$ cat src/rtl/uart_echo.sv
// uart_echo: UART loopback endpoint.
// An oversampling receiver feeds a one-entry holding register, and a
// transmitter re-sends every received word unchanged. All logic runs on clk_i.
// Frame format: start bit (0), DataWidth data bits LSB first, stop bit (1).
// One bit lasts Prescale*8 clock cycles. Prescale = 0 behaves like 1.
//
// Optional build macro: UART_ECHO_FRAME_CHECK_EN
//   defined   : a frame whose stop sample is 0 is discarded.
//   undefined : the word is kept whatever the stop sample is. A held-low line
//               (break) still produces only one word, because the receiver
//               waits for the line to return high before it re-arms.
//
// Handshake between the receiver and the holding register, and between the
// holding register and the transmitter (valid/ready):
//   w_rx_write is a one-cycle valid pulse carrying r_rx_shift. The holding
//   register is "ready" when it is empty, or when it is popped in the same
//   cycle. A write arriving while it is full and not being popped is dropped,
//   and the stored word is kept. r_hold_full is the valid flag toward the
//   transmitter. w_tx_pop is its ready/accept pulse, raised in the cycle the
//   transmitter commits to a new frame.
module uart_echo #(
  parameter int          DataWidth = 8,
  parameter logic [15:0] Prescale  = 16'd1
) (
  input  logic clk_i,
  input  logic reset_i,
  input  logic rx_data_i,
  output logic tx_data_o
);

  localparam logic [15:0] PrescaleEff = (Prescale == 16'd0) ? 16'd1 : Prescale;
  // 19 bits hold Prescale*8 without overflow, even at Prescale = 16'hFFFF.
  localparam logic [18:0] BitCycles  = {PrescaleEff, 3'b000};
  localparam logic [18:0] HalfCycles = {1'b0, PrescaleEff, 2'b00};
  localparam logic [18:0] CntOne     = 19'd1;
  localparam int          BitIdxW    = $clog2(DataWidth + 1);
  localparam logic [BitIdxW-1:0] LastBit = BitIdxW'(DataWidth - 1);
  localparam logic [BitIdxW-1:0] BitOne  = BitIdxW'(1);

  typedef enum logic [2:0] {
    RX_IDLE,
    RX_START,
    RX_DATA,
    RX_STOP,
    RX_WAIT_IDLE
  } rx_state_t;

  typedef enum logic [1:0] {
    TX_IDLE,
    TX_START,
    TX_DATA,
    TX_STOP
  } tx_state_t;

  // Receive-side state
  logic                 r_rx_meta;
  logic                 r_rx_sync;
  rx_state_t            r_rx_state;
  rx_state_t            w_rx_state_nxt;
  logic [18:0]          r_rx_cnt;
  logic [18:0]          w_rx_cnt_nxt;
  logic [BitIdxW-1:0]   r_rx_bit;
  logic [BitIdxW-1:0]   w_rx_bit_nxt;
  logic [DataWidth-1:0] r_rx_shift;
  logic [DataWidth-1:0] w_rx_shift_nxt;
  logic                 w_rx_write;

  // One-entry holding register
  logic                 r_hold_full;
  logic [DataWidth-1:0] r_hold_data;

  // Transmit-side state
  tx_state_t            r_tx_state;
  tx_state_t            w_tx_state_nxt;
  logic [18:0]          r_tx_cnt;
  logic [18:0]          w_tx_cnt_nxt;
  logic [BitIdxW-1:0]   r_tx_bit;
  logic [BitIdxW-1:0]   w_tx_bit_nxt;
  logic [DataWidth-1:0] r_tx_shift;
  logic [DataWidth-1:0] w_tx_shift_nxt;
  logic                 r_tx;
  logic                 w_tx_nxt;
  logic                 w_tx_pop;

  // Two-flop synchronizer for the asynchronous serial input. Both flops reset
  // to the idle-high line level.
  always_ff @(posedge clk_i or negedge reset_i) begin
    if (!reset_i) begin
      r_rx_meta <= 1'b1;
      r_rx_sync <= 1'b1;
    end else begin
      r_rx_meta <= rx_data_i;
      r_rx_sync <= r_rx_meta;
    end
  end

  // Receiver state, counter and shift register.
  always_ff @(posedge clk_i or negedge reset_i) begin
    if (!reset_i) begin
      r_rx_state <= RX_IDLE;
      r_rx_cnt   <= '0;
      r_rx_bit   <= '0;
      r_rx_shift <= '0;
    end else begin
      r_rx_state <= w_rx_state_nxt;
      r_rx_cnt   <= w_rx_cnt_nxt;
      r_rx_bit   <= w_rx_bit_nxt;
      r_rx_shift <= w_rx_shift_nxt;
    end
  end

  // Receiver next state. The start bit is checked half a bit after the
  // falling edge; every later sample is one full bit apart, so each one lands
  // in the middle of its bit.
  always_comb begin
    w_rx_state_nxt = r_rx_state;
    w_rx_cnt_nxt   = r_rx_cnt;
    w_rx_bit_nxt   = r_rx_bit;
    w_rx_shift_nxt = r_rx_shift;
    w_rx_write     = 1'b0;
    case (r_rx_state)
      RX_IDLE: begin
        if (!r_rx_sync) begin
          w_rx_state_nxt = RX_START;
          w_rx_cnt_nxt   = HalfCycles - CntOne;
        end
      end
      RX_START: begin
        if (r_rx_cnt != '0) begin
          w_rx_cnt_nxt = r_rx_cnt - CntOne;
        end else if (!r_rx_sync) begin
          w_rx_state_nxt = RX_DATA;
          w_rx_cnt_nxt   = BitCycles - CntOne;
          w_rx_bit_nxt   = '0;
        end else begin
          // The line went high again before mid-start, so this was a glitch.
          w_rx_state_nxt = RX_IDLE;
        end
      end
      RX_DATA: begin
        if (r_rx_cnt != '0) begin
          w_rx_cnt_nxt = r_rx_cnt - CntOne;
        end else begin
          w_rx_shift_nxt = {r_rx_sync, r_rx_shift[DataWidth-1:1]};
          w_rx_cnt_nxt   = BitCycles - CntOne;
          if (r_rx_bit == LastBit) begin
            w_rx_state_nxt = RX_STOP;
          end else begin
            w_rx_bit_nxt = r_rx_bit + BitOne;
          end
        end
      end
      RX_STOP: begin
        if (r_rx_cnt != '0) begin
          w_rx_cnt_nxt = r_rx_cnt - CntOne;
        end else if (r_rx_sync) begin
          w_rx_write     = 1'b1;
          w_rx_state_nxt = RX_IDLE;
        end else begin
`ifdef UART_ECHO_FRAME_CHECK_EN
          w_rx_write = 1'b0;
`else
          w_rx_write = 1'b1;
`endif
          w_rx_state_nxt = RX_WAIT_IDLE;
        end
      end
      RX_WAIT_IDLE: begin
        if (r_rx_sync) begin
          w_rx_state_nxt = RX_IDLE;
        end
      end
      default: begin
        w_rx_state_nxt = RX_IDLE;
      end
    endcase
  end

  // Holding register. When a write and a pop happen in the same cycle, the
  // new word replaces the one being popped.
  always_ff @(posedge clk_i or negedge reset_i) begin
    if (!reset_i) begin
      r_hold_full <= 1'b0;
      r_hold_data <= '0;
    end else if (w_tx_pop) begin
      r_hold_full <= w_rx_write;
      if (w_rx_write) begin
        r_hold_data <= r_rx_shift;
      end
    end else if (w_rx_write && !r_hold_full) begin
      r_hold_full <= 1'b1;
      r_hold_data <= r_rx_shift;
    end
  end

  // Transmitter state, counter, shift register and the output flop.
  always_ff @(posedge clk_i or negedge reset_i) begin
    if (!reset_i) begin
      r_tx_state <= TX_IDLE;
      r_tx_cnt   <= '0;
      r_tx_bit   <= '0;
      r_tx_shift <= '0;
      r_tx       <= 1'b1;
    end else begin
      r_tx_state <= w_tx_state_nxt;
      r_tx_cnt   <= w_tx_cnt_nxt;
      r_tx_bit   <= w_tx_bit_nxt;
      r_tx_shift <= w_tx_shift_nxt;
      r_tx       <= w_tx_nxt;
    end
  end

  // Transmitter next state. The line level for the next cycle is computed
  // here and registered, so the output is glitch-free. At the end of a stop
  // bit the transmitter goes straight to the next start bit if a word is
  // waiting, which keeps frames back to back with no idle cycle between them.
  always_comb begin
    w_tx_state_nxt = r_tx_state;
    w_tx_cnt_nxt   = r_tx_cnt;
    w_tx_bit_nxt   = r_tx_bit;
    w_tx_shift_nxt = r_tx_shift;
    w_tx_nxt       = r_tx;
    w_tx_pop       = 1'b0;
    case (r_tx_state)
      TX_IDLE: begin
        w_tx_nxt = 1'b1;
        if (r_hold_full) begin
          w_tx_pop       = 1'b1;
          w_tx_state_nxt = TX_START;
          w_tx_cnt_nxt   = BitCycles - CntOne;
          w_tx_shift_nxt = r_hold_data;
          w_tx_nxt       = 1'b0;
        end
      end
      TX_START: begin
        if (r_tx_cnt != '0) begin
          w_tx_cnt_nxt = r_tx_cnt - CntOne;
        end else begin
          w_tx_state_nxt = TX_DATA;
          w_tx_cnt_nxt   = BitCycles - CntOne;
          w_tx_bit_nxt   = '0;
          w_tx_nxt       = r_tx_shift[0];
        end
      end
      TX_DATA: begin
        if (r_tx_cnt != '0) begin
          w_tx_cnt_nxt = r_tx_cnt - CntOne;
        end else begin
          w_tx_cnt_nxt = BitCycles - CntOne;
          if (r_tx_bit == LastBit) begin
            w_tx_state_nxt = TX_STOP;
            w_tx_nxt       = 1'b1;
          end else begin
            w_tx_bit_nxt   = r_tx_bit + BitOne;
            w_tx_shift_nxt = {1'b0, r_tx_shift[DataWidth-1:1]};
            w_tx_nxt       = r_tx_shift[1];
          end
        end
      end
      TX_STOP: begin
        if (r_tx_cnt != '0) begin
          w_tx_cnt_nxt = r_tx_cnt - CntOne;
        end else if (r_hold_full) begin
          w_tx_pop       = 1'b1;
          w_tx_state_nxt = TX_START;
          w_tx_cnt_nxt   = BitCycles - CntOne;
          w_tx_shift_nxt = r_hold_data;
          w_tx_nxt       = 1'b0;
        end else begin
          w_tx_state_nxt = TX_IDLE;
          w_tx_nxt       = 1'b1;
        end
      end
      default: begin
        w_tx_state_nxt = TX_IDLE;
        w_tx_nxt       = 1'b1;
      end
    endcase
  end

  assign tx_data_o = r_tx;

endmodule

$ cat config.mk
export PLATFORM = sky130hd
export DESIGN_NAME = uart_echo
export DESIGN_NICKNAME = d
export VERILOG_FILES = /design/src/rtl/uart_echo.sv
export SDC_FILE = /design/constraint.sdc
export NUM_CORES = 1
export LEC_CHECK = 0
export ABC_AREA = 1
export CAP_MARGIN = 20
export CORE_MARGIN = 2
export CORE_UTILIZATION = 37
export CTS_CLUSTER_SIZE = 40
export DETAILED_ROUTE_END_ITERATION = 10
export DONT_BUFFER_PORTS = 1
export GPL_TIMING_DRIVEN = 0
export PLACE_DENSITY = 0.61
export SLEW_MARGIN = 20
export SYNTH_ARGS = -nofsm -noshare
export SYNTH_HDL_FRONTEND = slang
export SYNTH_SLANG_ARGS = --single-unit
export TNS_END_PERCENT = 20
$ cat constraint.sdc
create_clock -name clk_i -period 5.7 [get_ports clk_i]
set_input_delay 1.14 -clock clk_i [delete_from_list [all_inputs] [get_ports clk_i]]
set_output_delay 1.14 -clock clk_i [all_outputs]
set_load 0.05 [all_outputs]
Word-level counts from Yosys, hierarchy flattened
Index checks and enable logic that the tools add are counted.
W data, S select, Z words.
{"block": "op_classes", "addsub": 4, "n_eq_ne": 26, "muxes": 56, "n_bitwise": 1, "reduce_logical": 21}
{"op": "$mux W19", "count": 8}
{"op": "$pmux W19 S4", "count": 1}
{"op": "$pmux W19 S3", "count": 1}
{"op": "$mux W8", "count": 7}
{"op": "$reduce_bool A19 Y1", "count": 2}
{"op": "$sub A19 B1 Y19 const B", "count": 2}
{"op": "$ne A2 B2 Y1 const B", "count": 16}
{"op": "$mux W4", "count": 7}
{"op": "$pmux W8 S3", "count": 1}
{"op": "$mux W3", "count": 7}
{"op": "$pmux W4 S2", "count": 2}
{"op": "$pmux W3 S5", "count": 1}
{"op": "$mux W1", "count": 12}
{"op": "$mux W2", "count": 6}
{"op": "$reduce_and A4 Y1", "count": 3}
{"op": "$reduce_and A5 Y1", "count": 2}
{"op": "$add A4 B1 Y4 const B", "count": 2}
{"op": "$eq A4 B3 Y1 const B", "count": 2}
{"op": "$pmux W2 S4", "count": 1}
{"op": "$eq A3 B2 Y1 const B", "count": 2}
{"op": "$reduce_and A6 Y1", "count": 1}
{"op": "$reduce_bool A2 Y1", "count": 3}
{"op": "$eq A2 B2 Y1 const B", "count": 2}
{"op": "$pmux W1 S4", "count": 1}
{"op": "other kinds (15)", "count": 16}
{"block": "word_totals", "register_bits": 79, "in_bits": 3}

Logic depth before layout (Yosys ltp)
{"block": "depth", "word_depth": 6, "ltp_mapped": 12, "ltp_nobuf": 11}

Least setup slack after synthesis
No wires, ideal clock.
{"block": "synth_path", "path_kind": "flip-flop to flip-flop", "start": "reg r_rx_cnt[0]", "end": "reg r_rx_cnt[4]", "setup_ns": 0.120, "arrival_time_ns": 1.706, "slack_ns": 3.874, "stages_incl_launch_ff": 13, "path_buffers": 1, "period_less_slack_ns": 1.826, "cell_sequence": "dfrtp_1 > inv_1 > ha_1 > nand2_1 > nor2_2 > nand2_1 > nor2_4 > nand2_1 > nand2_1 > nor2_2 > buf_6 > o21ai_1 > nand2_1"}
{"block": "synth_via", "elab_chain_len": 3, "word_cells_on_any_way": 9, "classes_between": "add/sub (1); eq/ne (2); mux (4); reduce/logical (2)"}
{"element": "start: declaration", "line": "60", "text": "logic [18:0] r_rx_cnt;"}
{"element": "start signal: assignment", "line": "106", "text": "r_rx_cnt <= w_rx_cnt_nxt;"}
{"element": "$sub A19 B1 Y19 or $reduce_bool A19 Y1 (tied branches)"}
{"element": "$mux W19, or another cell as far along", "line": "154", "text": "if (r_rx_cnt != '0) begin"}
{"element": "$pmux W19 S4 or $reduce_and A4 Y1 (tied branches)"}
Several ways; a longest one is shown, not always the timed one. The select of a mux whose other input is x is not followed.
A chain may end at the register's enable or synchronous reset.

Final worst setup path
{"block": "layout_path", "start": "reg r_tx_state[1]", "end": "reg r_tx_cnt[16]"}
{"block": "layout_via", "elab_chain_len": 3, "word_cells_on_any_way": 6, "classes_between": "eq/ne (3); mux (1); reduce/logical (2)"}
{"element": "start: declaration", "line": "73", "text": "tx_state_t r_tx_state;"}
{"element": "start signal: assignment", "line": "205", "text": "r_tx_state <= w_tx_state_nxt;"}
{"element": "$eq A2 B2 Y1 or $eq A2 B1 Y1 (tied branches)", "line": "224", "text": "case (r_tx_state)"}
{"element": "$reduce_or A2 Y1 (no line)"}
{"element": "$pmux W19 S3 *", "line": "224"}
{"element": "net w_tx_cnt_nxt[16]", "line": "76", "text": "logic [18:0] w_tx_cnt_nxt;"}
{"element": "end signal: assignment", "line": "206", "text": "r_tx_cnt <= w_tx_cnt_nxt;"}
{"element": "end: declaration", "line": "75", "text": "logic [18:0] r_tx_cnt;"}
The timed path passes the listed nets; every way through them passes the cells marked *.

==> impl_metrics.tcl <==
set metrics [dict create \
    routabilityCongestion 0.890 \
    core_sq_um 12100 \
    max-cap-violations 0 \
    antenna_left 0 \
    hold_slack_ns 0.355 \
    synthAdderAreaFrac 0.0244 \
    die_area_sq_um 13400 \
    vias 3986 \
    clk_latency_ns 0.35 \
    nets 649 \
    start_kind "flop" \
    syn-num-nets 638 \
    grt_pass1_wl_um 17600 \
    yosys.area.top_type "dfrtp_1" \
    synthDominantCellAreaShare 0.412 \
    holdBufCountCts 0 \
    pwr-share-comb 0.514 \
    portBuffers 0 \
    setup_slack_ns 3.45 \
    cpMostUsedCell "nor2_1" \
    ys_top_cells_by_area "dfrtp_1 (41%), nand2_1 (16%), nand3_1 (7.6%), nor2_1 (5.5%), inv_1 (4.5%)" \
    vias_per_cell 4.92 \
    yosys-top-cells-count "nand2_1 (191), dfrtp_1 (76), nand3_1 (70)" \
    path_cells "inv_1, ha_1, nor2_1, nor2_1, nand2_1, o21ai_0, o21a_1" \
    synth_cell_types 38 \
    syn_to_final_growth_pct 10.9 \
    grt_antenna_before_repair 0 \
    cts_resized 0 \
    die_x_um 116 \
    timing.fmax_mhz 445 \
    clkPwrFrac 0.187 \
    grt_max_degree 80 \
    rows 40 \
    p_total_mw 3.06 \
    fin_crit_sh 0.394 \
    synth_xor_area_frac 0.0342 \
    synth_most_common_cell "nand2_1" \
    fin_skew_ns 0.00981 \
    grt_util_met2 0.275 \
    synth_edf_count 0 \
    first_pass_iters 4 \
    p_leak_nw 2.55 \
    ioPinCount 4 \
    grt_use_met1 0.205 \
    arrival_ns 2.54 \
    power.density_nw_per_um2 598 \
    post_cts_buffers 0 \
    insertedDiodeCount 0 \
    worst_pin_slew_ns 0.617 \
    synthCells 626 \
    yosysSeqAreaShare 0.429 \
    ys.flop_type "dfrtp_1" \
    synthArstFlopShare 1.00 \
    sw_frac_of_total 0.491 \
    rsz0062_at_grt "false" \
    fin_tns_setup_ns 0 \
    p_int_mw 1.56 \
    cp_slowest_stage_delay_ns 0.48 \
    cts_tree "done" \
    hold_viol_final 0 \
    overflow 0 \
    top_usage_layer "met2" \
    cts_made_buffers 9 \
    synth_top_family_by_area "simple AND/OR/NAND/NOR gates" \
    clock-sinks 79 \
    drive_gt1_frac 0.0794 \
    crit_slowest_cell "nor2_1" \
    setup_violations 0 \
    drt_first_iter_violations 178 \
    root_buffer "clkbuf_16" \
    cp.required_ns 5.99 \
    synthSimpleGateAreaFrac 0.348 \
    crit_type "flop to flop" \
    synth-compound-area-share 0.101 \
    htree_levels 3 \
    cp-end-kind "flop" \
    synth_mux_area_frac 0.00244 \
    clk_pin_slew_worst_paths_ns 0.07 \
    max-vdd-ir-drop_uv 297 \
    fillers 1266 \
    grt_pass1_vias 3889 \
    hold_path.class "flop to flop" \
    ys_ff_latch 79 \
    start_util 0.381 \
    die_y_um 116 \
    critPathMaxFanout 8 \
    synth_warnings 0 \
    slew-limit-headroom 0.587 \
    avgSynthCellArea_sq_um 7.37 \
    finalCriticalPeriod_ns 2.25 \
    wl_per_cell_um 12.3 \
    status "finished, final reports clean" \
    drv_slew 0 \
    drc 0 \
    power_switching_mw 1.50 \
    max-clock-path-buffers 2 \
    routed_wl_um 9960 \
    met3_usage 0.0439 \
    pre_cts_ws_ns 3.48 \
    power.share.sequential 0.300 \
    synth_area_sq_um 4610 \
    grt_usage 0.162 \
    dpl.hpwl_um 7120 \
]
-- metal layers --
| layer | vias to the layer above | routed length (um) |
|---|---|---|
| met5 | - | 0 |
| met4 | 0 | 74 |
| met3 | 6 | 311 |
| met2 | 51 | 4810 |
| met1 | 1861 | 4770 |
| li1 | 2068 | - |
-- kinds of logic (layout without fill, tap and decap cells) --
family	Yosys count	in the layout
DFF	79	79
buffers and inverters	68	84
AOI/OAI and AO/OA	82	82
and+or+nand+nor	369	369
xor gates and xnor gates	18	18
adders and majority gates	9	9
muxes	1	1
-- cell usage in the layout, fill, tap and decap left out, drive strengths merged, types with 5 or more instances in the layout --
cell	count
nand4	8
buf	6
nand2	197
a21oi	14
xor2	13
nand3	71
clkbuf	14
o21ai	55
ha	9
inv	62
dfrtp	76
nor3	10
nor2	78
xnor2	5
-- path summary, 6_finish.rpt --
path                               startpoint      endpoint  slack, ns  depth (start not counted)
worst max-delay path            r_tx_state[1]  r_tx_cnt[16]       3.45                          7
worst min-delay path                r_rx_meta     r_rx_sync       0.36                          0
worst max register to register  r_tx_state[1]  r_tx_cnt[16]       3.45                          7
worst min register to register      r_rx_meta     r_rx_sync       0.36                          0
max in group asynchronous             reset_i     tx_data_o       5.02                          0
min in group asynchronous             reset_i  r_tx_cnt[15]       0.48                          0
-- metrics by stage --
stage	instances	util	instance area (sq um)
floorplan	626	-	4610
global route	810	0.423	5120
global placement	794	0.398	4820
finish	810	0.423	5120
CTS	810	0.423	5120
detailed placement	794	0.398	4820
-- power by group through the flow --
stage               registers (mW)  clock network, mW  logic (mW)
finish                       0.918              0.571        1.57
global route                 0.945              0.615        1.81
CTS                          0.917              0.592        1.57
detailed placement           0.923                  0        1.57
global placement             0.917                  0        1.52
floorplan                    0.881                  0        1.25
-- cell type report --
type,count,area (sq um),share of cell area
clock inverters,7,67.6,0.0132
clock buffers,9,225,0.0440
flip-flops and latches,79,1980,0.387
inverters,57,216,0.0423
multi-input cells,479,2350,0.460
well taps,168,210,0.0411
plain buffers,11,62.6,0.0122
-- state kept, by name, indices dropped and copies added (netlist names) --
signal / cells
r_rx_bit: 4
r_rx_meta: 1
r_tx_state: 2
r_hold_full: 1
r_hold_data: 8
r_tx_bit: 4
r_rx_state: 3
r_rx_sync: 1
r_tx_cnt: 19
r_rx_cnt: 19
r_rx_shift: 8
r_tx_shift: 8
tx_data_o: 1
-- critical path: cells and delay by family (launching register included) --
kind	cells	cell delay, ns
AO/OA/AOI/OAI	2	0.37
adder cells (fa/ha/maj)	1	0.42
buffers and inverters	1	0.10
flip-flops	1	0.42
AND/OR/NAND/NOR	3	0.87
Note: power is estimated with default switching activity, not from simulation.
